[src/rtl/smac_ctrl.sv]
// smac_ctrl -- sequencer for the serial-MAC array.
//
// Accepts one job (cfg_nvec activation vectors), then for every
// (vector, weight bit-plane) pair runs one pass:
//   LOAD  : take one activation word + weight bit-plane from upstream
//   SHIFT : Pa cycles shifting the activation out MSB-first
//   TAIL  : accumulate the last activation bit
//   BR    : latch the bit-plane result (sign plane uses MSB_w/we_neg)
//   AC2   : fold into the second-level accumulator, advance counters
// After nvec*Pw passes it holds DONE until the result is taken.
//
// Handshakes: a transfer happens on a rising clk edge where valid and
// ready are both high. in_ready is high only in LOAD. out_valid is
// high only in DONE and stays high until out_ready is seen.
//
// Ports:
//   clk, rst          clock, synchronous active-high reset
//   start, cfg_nvec   job request (sampled in IDLE only), vector count
//   in_valid/in_ready upstream beat handshake
//   out_valid/out_ready result handshake
//   busy              high in every state except IDLE
//   vec_idx, wbit_idx current vector / bit-plane (0 = MSB plane)
//   we_ar_mod .. cl_en_ac2  array control strobes
//   dbg_state         current FSM state encoding (debug)
module smac_ctrl #(
    parameter int Pa = 8,
    parameter int Pw = 4,
    parameter int NW = 8,
    localparam int WBW = (Pw > 1) ? $clog2(Pw) : 1
) (
    input  logic           clk,
    input  logic           rst,
    input  logic           start,
    input  logic [NW-1:0]  cfg_nvec,
    input  logic           in_valid,
    output logic           in_ready,
    output logic           out_valid,
    input  logic           out_ready,
    output logic           busy,
    output logic [NW-1:0]  vec_idx,
    output logic [WBW-1:0] wbit_idx,
    output logic           we_ar_mod,
    output logic           se_ar_mod,
    output logic           we_a,
    output logic           we_w,
    output logic           we_br,
    output logic           we_neg,
    output logic           MSB_a,
    output logic           MSB_w,
    output logic           we_ac1,
    output logic           we_ac2,
    output logic           cl_en_ac1,
    output logic           cl_en_ac2,
    output logic [2:0]     dbg_state
);

    localparam int BCW = (Pa > 1) ? $clog2(Pa) : 1;
    localparam logic [BCW-1:0] BCNT_LAST = BCW'(Pa - 1);
    localparam logic [WBW-1:0] WBIT_LAST = WBW'(Pw - 1);

    typedef enum logic [2:0] {
        IDLE  = 3'd0,
        LOAD  = 3'd1,
        SHIFT = 3'd2,
        TAIL  = 3'd3,
        BR    = 3'd4,
        AC2   = 3'd5,
        DONE  = 3'd6
    } state_t;

    state_t         state_q, state_d;
    logic [BCW-1:0] bcnt_q, bcnt_d;
    logic [NW-1:0]  nvec_q, nvec_d;
    logic [NW-1:0]  vec_d;
    logic [WBW-1:0] wbit_d;
    logic           last_pass;

    // Next values of the registered outputs.
    logic in_ready_d, busy_d, out_valid_d;
    logic se_ar_mod_d, we_a_d, we_br_d, we_neg_d, msb_a_d, msb_w_d;
    logic we_ac1_d, we_ac2_d, cl_en_ac1_d, cl_en_ac2_d;

    assign last_pass = (vec_idx == nvec_q - NW'(1)) && (wbit_idx == WBIT_LAST);

    // The load strobes mark the accepted beat itself, so they qualify the
    // registered LOAD window with the live in_valid.
    assign we_ar_mod = in_ready & in_valid;
    assign we_w      = in_ready & in_valid;
    assign dbg_state = state_q;

    always_comb begin
        state_d = state_q;
        bcnt_d  = bcnt_q;
        nvec_d  = nvec_q;
        vec_d   = vec_idx;
        wbit_d  = wbit_idx;

        case (state_q)
            IDLE: begin
                if (start && (cfg_nvec != '0)) begin
                    nvec_d  = cfg_nvec;
                    vec_d   = '0;
                    wbit_d  = '0;
                    state_d = LOAD;
                end
            end
            LOAD: begin
                if (in_valid) begin
                    bcnt_d  = '0;
                    state_d = SHIFT;
                end
            end
            SHIFT: begin
                if (bcnt_q == BCNT_LAST) begin
                    state_d = TAIL;
                end else begin
                    bcnt_d = bcnt_q + BCW'(1);
                end
            end
            TAIL: state_d = BR;
            BR:   state_d = AC2;
            AC2: begin
                if (wbit_idx == WBIT_LAST) begin
                    wbit_d = '0;
                    vec_d  = vec_idx + NW'(1);
                end else begin
                    wbit_d = wbit_idx + WBW'(1);
                end
                state_d = last_pass ? DONE : LOAD;
            end
            DONE: begin
                if (out_ready) begin
                    state_d = IDLE;
                end
            end
            default: state_d = IDLE;
        endcase

        // Outputs are decoded from the next state so that, once registered,
        // they line up exactly with the state they belong to.
        in_ready_d  = (state_d == LOAD);
        busy_d      = (state_d != IDLE);
        out_valid_d = (state_d == DONE);
        se_ar_mod_d = (state_d == SHIFT);
        we_a_d      = (state_d == SHIFT);
        // The activation MSB reaches the input register one cycle into
        // SHIFT, so accumulation starts at bcnt=1 and runs into TAIL.
        we_ac1_d    = ((state_d == SHIFT) && (bcnt_d != '0)) || (state_d == TAIL);
        msb_a_d     = (state_d == SHIFT) && (bcnt_d == BCW'(1));
        cl_en_ac1_d = (state_d == SHIFT) && (bcnt_d == BCW'(1));
        we_br_d     = (state_d == BR);
        // Plane 0 is the two's-complement sign plane.
        msb_w_d     = (state_d == BR) && (wbit_d == '0);
        we_neg_d    = (state_d == BR) && (wbit_d == '0);
        we_ac2_d    = (state_d == AC2);
        cl_en_ac2_d = (state_d == AC2) && (vec_d == '0) && (wbit_d == '0);
    end

    always_ff @(posedge clk) begin
        if (rst) begin
            state_q   <= IDLE;
            bcnt_q    <= '0;
            nvec_q    <= '0;
            vec_idx   <= '0;
            wbit_idx  <= '0;
            in_ready  <= 1'b0;
            busy      <= 1'b0;
            out_valid <= 1'b0;
            se_ar_mod <= 1'b0;
            we_a      <= 1'b0;
            we_br     <= 1'b0;
            we_neg    <= 1'b0;
            MSB_a     <= 1'b0;
            MSB_w     <= 1'b0;
            we_ac1    <= 1'b0;
            we_ac2    <= 1'b0;
            cl_en_ac1 <= 1'b0;
            cl_en_ac2 <= 1'b0;
        end else begin
            state_q   <= state_d;
            bcnt_q    <= bcnt_d;
            nvec_q    <= nvec_d;
            vec_idx   <= vec_d;
            wbit_idx  <= wbit_d;
            in_ready  <= in_ready_d;
            busy      <= busy_d;
            out_valid <= out_valid_d;
            se_ar_mod <= se_ar_mod_d;
            we_a      <= we_a_d;
            we_br     <= we_br_d;
            we_neg    <= we_neg_d;
            MSB_a     <= msb_a_d;
            MSB_w     <= msb_w_d;
            we_ac1    <= we_ac1_d;
            we_ac2    <= we_ac2_d;
            cl_en_ac1 <= cl_en_ac1_d;
            cl_en_ac2 <= cl_en_ac2_d;
        end
    end

endmodule

[config.mk]
export PLATFORM = sky130hd
export DESIGN_NAME = smac_ctrl
export DESIGN_NICKNAME = d
export VERILOG_FILES = /design/src/rtl/smac_ctrl.sv
export SDC_FILE = /design/constraint.sdc
export NUM_CORES = 1
export LEC_CHECK = 0
export ABC_CLOCK_PERIOD_IN_PS = 5500
export CAP_MARGIN = 10
export CORE_ASPECT_RATIO = 0.9
export CORE_MARGIN = 5
export CORE_UTILIZATION = 55
export CTS_CLUSTER_SIZE = 28
export DETAILED_ROUTE_END_ITERATION = 6
export PLACE_DENSITY = 0.85
export SKIP_CTS_REPAIR_TIMING = 1
export SLEW_MARGIN = 20
export SYNTH_ARGS = -nofsm -noshare
export SYNTH_HDL_FRONTEND = slang
export SYNTH_SLANG_ARGS = --single-unit
[constraint.sdc]
create_clock -name clk -period 5.5 [get_ports clk]
set_input_delay 1.1 -clock clk [delete_from_list [all_inputs] [get_ports clk]]
set_output_delay 1.1 -clock clk [all_outputs]
set_load 0.02 [all_outputs]
==> results of run 1 <==
==> final timing paths <==
check / start / endpoint / slack (ns)
setup / recovery: in_valid / we_ar_mod / 1.93
hold / removal: nvec_q[7]$_SDFFE_PP0P_ / nvec_q[7]$_SDFFE_PP0P_ / 0.48
setup reg to reg: dbg_state[2]$_SDFF_PP0_ / cl_en_ac2$_SDFF_PP0_ / 3.00
hold reg to reg: nvec_q[7]$_SDFFE_PP0P_ / nvec_q[7]$_SDFFE_PP0P_ / 0.48
==> where the power goes <==
part / switching [W] / internal, W / leakage [nW]
combinational: 0.0000607 / 0.0000516 / 0.575
sequential: 0.0000127 / 0.000256 / 0.276
clock: 0.0000935 / 0.000101 / 0.0472
total: 0.000167 / 0.000408 / 0.899
==> through the flow <==
stage	hold WS (ns)	worst slack, ns	cell area [um^2]	utilization [%]
after global routing	0.498	1.90	2460	71.2
after detailed placement	0.470	1.93	2360	68.4
after global placement	0.456	1.98	2360	68.4
after CTS	0.481	1.93	2460	71.2
after floorplan	0.448	2.66	2000	-
final	0.483	1.93	2460	71.2
==> cells by family after synthesis <==
group                    Yosys count
XOR/XNOR                           7
AO/OA/AOI/OAI                     56
multiplexers                       3
buffers and inverters             25
AND/OR/NAND/NOR                  125
adder cells (fa/ha/maj)            4
flip-flops                        34
==> worst register-to-register path, cell delays in order (launching register included) <==
cell      delay, ns
dfxtp_1        0.49
nor4b_4        0.52
a21boi_2       0.53
or3_2          0.26
nand2b_1       0.15
nand4_1        0.16
nor4_2         0.30
==> flip-flops by register name (all words and copies together) (netlist names) <==
| register | cells |
|---|---|
| we_ac2 | 1 |
| bcnt_q | 3 |
| vec_idx | 8 |
| out_valid | 1 |
| cl_en_ac2 | 1 |
| wbit_idx | 2 |
| MSB_w | 1 |
| we_a | 1 |
| we_br | 1 |
| in_ready | 1 |
| cl_en_ac1 | 1 |
| busy | 1 |
| dbg_state | 3 |
| we_ac1 | 1 |
| nvec_q | 8 |
==> cell type report <==
cell class | instances | area (um^2) | area share [%]
Clock buffer | 6 | 82.6 | 3.36
Clock inverter | 2 | 12.5 | 0.509
Inverter | 9 | 33.8 | 1.37
Multi-Input combinational cell | 195 | 1190 | 48.2
Sequential cell | 34 | 681 | 27.7
Tap cell | 44 | 55.1 | 2.24
Timing Repair Buffer | 41 | 408 | 16.6
==> cell usage in the layout (no fill, tap or decap), drive strengths merged, types with 3 or more instances in the layout <==
master         count
nor4               7
mux2i              3
nor2b              8
nor2              31
nand3              7
xor2               5
inv                9
nand4              5
nand2b             3
nand2             32
clkdlybuf4s50     40
a31oi              5
o21ai              8
nor3               8
clkbuf             6
and3               4
dfxtp             34
or3                4
and2               5
ha                 4
a21oi             25
==> per-layer routing <==
layer | routed length [um] | up-vias
met5 | 0 | -
li1 | - | 964
met4 | 108 | 0
met1 | 2300 | 890
met2 | 2180 | 77
met3 | 346 | 15
==> reports/metrics.csv, run 1 <==
stage,metric,value,unit
setup_path,arrival,2.47,ns
synthesis,avgSynthCellArea,7.88,um^2
grt,gr-total-overflow,0,
placed_design,place_inst,323,
synthesis,ys_async_sr_fraction,0,%
routing,drc,0,
clock_tree,cts_tree,yes,
routing,wl_per_cell,14.9,um
layout,diodes,0,
setup_path,worstSetupEndpointType,output port,
setup_path,cp_top_family,buffers and inverters,
die,die_y,67.2,um
timing,hold_violations,0,
synthesis,yosys.cell_types.count,54,
setup_path,crit_type,in2out,
status,status,finished clean,
synthesis,seq_area_frac_synth,34.0,%
synthesis,synth_xor_area_share,3.06,%
routing,num_vias,1946,
layout,nNetsFinal,303,
grt,grt_pass1_wl,8120,um
setup_path,crit_path_frequent_cell,clkdlybuf4s50_1,
setup_path,path_depth,3,
placed_design,dp_hpwl,3520,um
synthesis,yosysMostFrequentCell,dfxtp_1,
routing,dr.pass1.iters,6,
layout,fillers,283,
synthesis,netlist_area,2000,um^2
grt,grt-busiest-layer,met2,
synthesis,synth_mux_area_share,1.50,%
synthesis,synth_area_leaders,"dfxtp_1, a21oi_1, nand2_1",
synthesis,ys_ff_latch,34,
die,die_w,73.6,um
grt,grt_pass1_vias,1771,
grt,use_met3,5.06,%
setup_path,cp_slowest_cell,clkdlybuf4s50_1,
timing,setup_viol,0,
timing,worstMarginPinSlew,0.571,ns
grt,grt_usage,21.0,%
synthesis,synth.top_cell.area_share,34.0,%
layout,area_growth,22.9,%
power_and_ir_drop,leakage,0.899,nW
setup_path,max_stage_delay,0.61,ns
timing,rsz0062_at_grt,no,
routing,routed_wl,4940,um
synthesis,synth_top_area_cell,dfxtp_1,
layout,drive_gt1_share,9.76,%
power_and_ir_drop,peakVddDrop,0.180,mV
layout,layout.cells.non_filler,331,
synthesis,synthSimpleGateAreaFrac,33.4,%
die,pin_count,41,
synthesis,ys.flop_type,dfxtp_1,
power_and_ir_drop,powerDensity,234,nW/um^2
timing,slew_violations,0,
setup_path,cp_num_buf_inv,2,
routing,via_per_inst,5.88,
grt,grtUsageMet1,28.7,%
synthesis,synthCells,254,
synthesis,syn_nets,271,
setup_path,crit_path_start_kind,input port,
synthesis,ys_top_cells_by_count,"dfxtp_1, nand2_1, nor2_1, a21oi_1",
placed_design,port_buffers,40,
timing,fmax,280,MHz
setup_path,cp_max_fo,6,
synthesis,synth_compound_area_share,18.8,%
setup_path,worst_r2r_path_depth,6,
routing,drtIter0Drc,120,
routing,antenna_left,0,
timing,period_share,64.9,%
grt,grtUsageMet2,31.2,%
grt,antenna_found_initial,0,
clock_tree,cts_sinks,34,
timing,fin_crit,3.57,ns
die,rows,20,
setup_path,crit_required,4.40,ns
synthesis,synth_top_family_by_area,simple AND/OR/NAND/NOR gates,
clock_tree,clkTransAtPathRegs,0.07,ns
grt,grt_max_degree,34,
die,initial_core_util,57.9,%
clock_tree,clock_latency,0.29,ns
die,dieArea,4950,um^2
die,core_area,3450,um^2
placed_design,globalplace.congestion,0.870,
synthesis,synthAdderAreaFrac,2.50,%
run,maxCapViolCount,0,
hold_path,worstHoldPathCells,2,
clock_tree,clockBufferDepth,2,
timing,fin_skew,0.00876,ns
synthesis,synth-edff-count,0,
power_and_ir_drop,p_total,0.000575,W
clock_tree,cts-htree-levels,2,
setup_path,path_cells,"clkdlybuf4s50_1, and2_1, clkdlybuf4s50_1",
clock_tree,cts_buffers,5,
synthesis,synth_warnings,0,
hold_path,hold_class,reg2reg,
clock_tree,clockRootBuffer,clkbuf_8,
timing,finalSetupTns,0,ns
timing,slew_headroom,61.9,%
Note: power is estimated with default switching activity, not from simulation.
==> inputs of run 2 (changes only) <==
--- a/config.mk
+++ b/config.mk
@@ -5,14 +5,14 @@
 export SDC_FILE = /design/constraint.sdc
 export NUM_CORES = 1
 export LEC_CHECK = 0
-export ABC_CLOCK_PERIOD_IN_PS = 5500
+export ABC_CLOCK_PERIOD_IN_PS = 3700
 export CAP_MARGIN = 10
 export CORE_ASPECT_RATIO = 0.9
 export CORE_MARGIN = 5
-export CORE_UTILIZATION = 55
+export CORE_UTILIZATION = 51
 export CTS_CLUSTER_SIZE = 28
 export DETAILED_ROUTE_END_ITERATION = 6
-export PLACE_DENSITY = 0.85
+export PLACE_DENSITY = 0.79
 export SKIP_CTS_REPAIR_TIMING = 1
 export SLEW_MARGIN = 20
 export SYNTH_ARGS = -nofsm -noshare
==> constraint.sdc (replaced) <==
create_clock -name clk -period 3.7 [get_ports clk]
set_input_delay 0.74 -clock clk [delete_from_list [all_inputs] [get_ports clk]]
set_output_delay 0.74 -clock clk [all_outputs]
set_load 0.02 [all_outputs]
==> reports/metrics.csv, run 2 (synthesized netlist as in run 1, its figures left out) <==
stage,metric,value,unit,change
timing,fin_skew,0.00608,ns,-0.00268 ns
placed_design,port_buffers,40,,unchanged
clock_tree,cts_sinks,34,,unchanged
setup_path,worst_r2r_path_depth,6,,unchanged
layout,seqCellArea,681,um^2,unchanged
power_and_ir_drop,clkPwrFrac,32.8,%,-1.0 points
die,initial_core_util,53.2,%,-4.7 points
timing,slew_headroom,60.0,%,-1.9 points
timing,finalSetupTns,0,ns,unchanged
timing,whs,0.475,ns,-0.00720 ns
setup_path,arrival,2.12,ns,-0.35 ns
timing,fmax,350,MHz,
setup_path,cp_max_fo,6,,unchanged
routing,dr.pass1.iters,4,,-2
power_and_ir_drop,p_sw,0.000234,W,+41%
power_and_ir_drop,peakVddDrop,0.206,mV,+15%
placed_design,globalplace.congestion,0.897,,+3.2%
hold_path,hp-start,nvec_q[7]$_SDFFE_PP0P_,,
power_and_ir_drop,internal-power,0.000610,W,+50%
setup_path,crit_path_start_kind,input port,,
timing,setup_viol,0,,unchanged
layout,top_regs,"nvec_q x8, vec_idx x8",,
hold_path,worstHoldPathCells,2,,unchanged
clock_tree,clkTransAtPathRegs,0.06,ns,about the same
die,die_y,69.4,um,+3.3%
die,dieArea,5280,um^2,+6.7%
die,core_area,3760,um^2,+8.8%
setup_path,cp_top_family,buffers and inverters,,
timing,fin_crit,2.86,ns,
timing,worstMarginPinSlew,0.600,ns,+0.0290 ns
setup_path,cp_num_buf_inv,2,,unchanged
routing,num_vias,1877,,-3.5%
hold_path,hold_end,nvec_q[7]$_SDFFE_PP0P_,,
grt,grt_pass1_vias,1751,,-1.1%
layout,drive_gt1_share,10.0,%,+0.28 points
setup_path,path_cells,"clkdlybuf4s50_1, and2_1, clkdlybuf4s50_1",,
layout,multi_input_area,1190,um^2,unchanged
power_and_ir_drop,p_total,0.000844,W,+47%
run,maxCapViolCount,0,,unchanged
routing,routed_wl,4750,um,-3.9%
layout,fillers,336,,+19%
die,die_w,76.0,um,+3.3%
clock_tree,clockBufferDepth,2,,unchanged
setup_path,r2r-end,MSB_w$_SDFF_PP0_,,
hold_path,hold_class,reg2reg,,
grt,grt_max_degree,33,,-2.9%
die,pin_count,41,,unchanged
grt,grt_usage,19.0,%,-2.0 points
clock_tree,clockRootBuffer,clkbuf_8,,
setup_path,crit_type,in2out,,
layout,area_growth,23.6,%,
layout,layout_common_cells,"clkdlybuf4s50_1, dfxtp_1, nand2_1, nor2_1, a21oi_1",,
power_and_ir_drop,pwr-share-comb,20.0,%,+0.5 points
timing,period_share,77.3,%,
grt,antenna_found_initial,0,,unchanged
timing,slew_violations,0,,unchanged
timing,rsz0062_at_grt,no,,
grt,grt_pass1_wl,8190,um,+0.85%
setup_path,r2r_setup_slack,1.30,ns,-1.70 ns
setup_path,cp_slowest_cell,clkdlybuf4s50_1,,
setup_path,reg2reg_from,dbg_state[2]$_SDFF_PP0_,,
grt,gr-total-overflow,0,,unchanged
routing,drtIter0Drc,178,,+48%
setup_path,max_stage_delay,0.60,ns,about the same
layout,final_common_cell,clkdlybuf4s50_1,,
status,status,finished clean,,
routing,wl_per_cell,14.2,um,-5.1%
clock_tree,cts_tree,yes,,
power_and_ir_drop,leakage,0.910,nW,+1.2%
clock_tree,clock_latency,0.29,ns,about the same
routing,drc,0,,unchanged
power_and_ir_drop,powerDensity,341,nW/um^2,+46%
power_and_ir_drop,p_seq_share,47.2,%,+0.5 points
die,rows,21,,+5.0%
placed_design,dp_hpwl,3550,um,+0.70%
setup_path,worstSetupEndpointType,output port,,
power_and_ir_drop,swShare,27.8,%,-1.3 points
timing,hold_violations,0,,unchanged
clock_tree,cts-htree-levels,2,,unchanged
routing,antenna_left,0,,unchanged
setup_path,crit_required,2.96,ns,-1.44 ns
routing,via_per_inst,5.60,,-4.7%
setup_path,crit_path_frequent_cell,clkdlybuf4s50_1,,
layout,diodes,0,,unchanged
layout,nNetsFinal,305,,+0.66%
clock_tree,cts_buffers,5,,unchanged
[run 2: cell type report]
cell class,count,area share (%)
timing repair buffer,43,17.1
clock buffer,7,3.49
sequential,34,27.5
inverter,9,1.37
multi-input combinational,195,48.0
clock inverter,1,0.202
tap,46,2.33
[run 2: power by group through the flow]
stage	registers, W	clock network [W]	logic [W]
floorplan	0.000407	0	0.000110
global placement	0.000406	0	0.000165
detailed placement	0.000407	0	0.000167
CTS	0.000398	0.000285	0.000168
global route	0.000401	0.000307	0.000187
finish	0.000399	0.000277	0.000169
[run 2: worst max-delay path by stage]
stage,from,endpoint,slack [ns],cells after the start
after floorplan,cfg_nvec[4],MSB_w$_SDFF_PP0_,1.22,5
after global placement,cfg_nvec[1],MSB_w$_SDFF_PP0_,0.72,6
after detailed placement,cfg_nvec[1],MSB_w$_SDFF_PP0_,0.70,6
after CTS,in_valid,we_w,0.85,3
after global routing,in_valid,we_w,0.79,3
final,in_valid,we_w,0.84,3
[run 2: metal layers]
layer  global-route usage [%]  up-vias  part of all wire (%)
li1                         -      970                     -
met1                     24.8      832                    48
met2                     28.0       67                    43
met3                     5.58        8                   6.7
met4                     10.1        0                   2.3
met5                        0        -                     0
[run 2: worst min-delay path, stage by stage, from the launching register on]
cell and delay, ns:
dfxtp_1 0.32, nand2_1 0.06, a21oi_1 0.05
[run 2: per-stage QoR]
| step | util (%) | setup slack [ns] | std cells | cell area (um^2) |
|---|---|---|---|---|
| floorplan | - | 1.22 | 254 | 2000 |
| global route | 65.8 | 0.790 | 335 | 2470 |
| finish | 65.8 | 0.842 | 335 | 2470 |
| CTS | 65.8 | 0.849 | 335 | 2470 |
| global placement | 63.4 | 0.720 | 327 | 2380 |
| detailed placement | 63.4 | 0.702 | 327 | 2380 |
==> inputs of run 3 (changes only) <==
--- a/config.mk
+++ b/config.mk
@@ -5,14 +5,14 @@
 export SDC_FILE = /design/constraint.sdc
 export NUM_CORES = 1
 export LEC_CHECK = 0
-export ABC_CLOCK_PERIOD_IN_PS = 3700
+export ABC_CLOCK_PERIOD_IN_PS = 2600
 export CAP_MARGIN = 10
 export CORE_ASPECT_RATIO = 0.9
 export CORE_MARGIN = 5
-export CORE_UTILIZATION = 51
+export CORE_UTILIZATION = 46
 export CTS_CLUSTER_SIZE = 28
 export DETAILED_ROUTE_END_ITERATION = 6
-export PLACE_DENSITY = 0.79
+export PLACE_DENSITY = 0.76
 export SKIP_CTS_REPAIR_TIMING = 1
 export SLEW_MARGIN = 20
 export SYNTH_ARGS = -nofsm -noshare
==> constraint.sdc (replaced) <==
create_clock -name clk -period 2.6 [get_ports clk]
set_input_delay 0.52 -clock clk [delete_from_list [all_inputs] [get_ports clk]]
set_output_delay 0.52 -clock clk [all_outputs]
set_load 0.02 [all_outputs]
==> reports/metrics.csv, run 3 (synthesized netlist as in run 1, its figures left out) <==
stage,metric,value,unit,change
grt,antenna_found_initial,0,,unchanged
timing,worstMarginPinSlew,0.443,ns,-0.157 ns
die,die_y,72.6,um,+4.5%
routing,dr.pass1.iters,6,,+2
layout,diodes,0,,unchanged
setup_path,worstSetupEndpointType,output port,,
grt,grt_max_degree,33,,unchanged
power_and_ir_drop,peakVddDrop,0.355,mV,+72%
run,maxCapViolCount,0,,unchanged
setup_path,path_cells,"clkdlybuf4s50_1, buf_4, and2_1, clkdlybuf4s50_1",,
layout,top_regs,"nvec_q x8, vec_idx x8",,
timing,finalSetupTns,0,ns,unchanged
grt,grt_usage,18.4,%,-0.62 points
routing,drc,0,,unchanged
power_and_ir_drop,p_total,0.00124,W,+47%
die,dieArea,5770,um^2,+9.3%
clock_tree,cts_buffers,5,,unchanged
clock_tree,clockBufferDepth,2,,unchanged
timing,fmax,415,MHz,
clock_tree,cts_sinks,34,,unchanged
power_and_ir_drop,powerDensity,480,nW/um^2,+40%
clock_tree,cts-htree-levels,2,,unchanged
routing,routed_wl,5080,um,+6.9%
timing,hold_violations,0,,unchanged
clock_tree,clkTransAtPathRegs,0.07,ns,about the same
grt,gr-total-overflow,0,,unchanged
layout,final_common_cell,clkdlybuf4s50_1,,
setup_path,crit_type,in2out,,
setup_path,cp_slowest_cell,clkdlybuf4s50_1,,
timing,rsz0062_at_grt,no,,
layout,drive_gt1_share,14.8,%,+4.8 points
routing,num_vias,1910,,+1.8%
timing,fin_crit,2.41,ns,
hold_path,hold_class,reg2reg,,
grt,use_met3,5.46,%,-0.13 points
grt,grtUsageMet2,29.1,%,+1.1 points
setup_path,crit_path_frequent_cell,clkdlybuf4s50_1,,
setup_path,crit_required,2.08,ns,-0.88 ns
power_and_ir_drop,leakage,0.985,nW,+8.3%
timing,period_share,92.8,%,
routing,wl_per_cell,14.4,um,+1.7%
layout,nNetsFinal,320,,+4.9%
grt,grt_pass1_vias,1791,,+2.3%
grt,grtUsageMet1,24.8,%,about the same
grt,grt-busiest-layer,met2,,
routing,drtIter0Drc,149,,-16%
status,status,finished clean,,
die,rows,22,,+4.8%
timing,setup_viol,0,,unchanged
setup_path,max_stage_delay,0.61,ns,about the same
die,die_w,79.5,um,+4.6%
placed_design,dp_hpwl,3800,um,+7.1%
timing,slew_headroom,70.3,%,+10 points
die,initial_core_util,48.5,%,-4.8 points
placed_design,place_inst,344,,+5.2%
placed_design,port_buffers,40,,unchanged
layout,area_growth,29.5,%,
clock_tree,cts_tree,yes,,
timing,slew_violations,0,,unchanged
timing,whs,0.485,ns,+0.00948 ns
placed_design,globalplace.congestion,0.849,,-5.4%
routing,antenna_left,0,,unchanged
clock_tree,clock_latency,0.29,ns,about the same
layout,final_util,62.8,%,-3.0 points
setup_path,cp_max_fo,5,,-1
layout,layout.cells.non_filler,352,,+5.1%
layout,layout_common_cells,"clkdlybuf4s50_1, dfxtp_1, nand2_1, nor2_1, a21oi_1",,
timing,fin_skew,0.00396,ns,-0.00212 ns
setup_path,arrival,1.89,ns,-0.23 ns
setup_path,crit_path_start_kind,input port,,
grt,grt_pass1_wl,8380,um,+2.3%
clock_tree,clockRootBuffer,clkbuf_8,,
die,core_area,4130,um^2,+9.9%
routing,via_per_inst,5.43,,-3.2%
die,pin_count,41,,unchanged
run 3: cell types whose count changed in the layout (fill, tap and decap cells not counted), sizes merged:
| cell | change |
|---|---|
| clkbuf | -1 |
| clkinvlp | +1 |
| buf | +15 |
run 3: worst paths after layout:
| check | cells after the start | start | end | slack (ns) |
|---|---|---|---|---|
| max | 4 | in_valid | we_ar_mod | 0.19 |
| min | 2 | nvec_q[7]$_SDFFE_PP0P_ | nvec_q[7]$_SDFFE_PP0P_ | 0.48 |
| max reg2reg | 8 | nvec_q[0]$_SDFFE_PP0P_ | we_ac1$_SDFF_PP0_ | 0.24 |
| min reg2reg | 2 | nvec_q[7]$_SDFFE_PP0P_ | nvec_q[7]$_SDFFE_PP0P_ | 0.48 |
run 3: area by class of cell:
type | count | area [um^2]
Sequential cell | 34 | 681
Timing Repair Buffer | 58 | 536
Tap cell | 48 | 60.1
Clock buffer | 6 | 82.6
Clock inverter | 2 | 12.5
Multi-Input combinational cell | 195 | 1190
Inverter | 9 | 33.8
Fill cell | 375 | 1540
run 3: critical path, delay by kind of cell:
kind | cells | cell delay [ns]
buf+inv | 3 | 1.24
simple gates | 1 | 0.13
run 3: metrics by stage:
| step | instance area (um^2) | setup slack, ns |
|---|---|---|
| 3_3_place_gp | 2500 | -0.101 |
| 2_1_floorplan | 2000 | 0.341 |
| 5_1_grt | 2590 | 0.00421 |
| 6_report | 2590 | 0.188 |
| 4_1_cts | 2590 | 0.175 |
| 3_5_place_dp | 2500 | -0.0922 |
run 3: power breakdown:
group	switching (W)	internal (W)
logic	0.000131	0.000125
registers	0.0000271	0.000541
clock network	0.000207	0.000213
run 3: metal layers:
layer / vias up / wire length (um)
li1: 993 / -
met1: 871 / 2430
met2: 42 / 2350
met3: 4 / 257
met4: 0 / 37
met5: - / 0
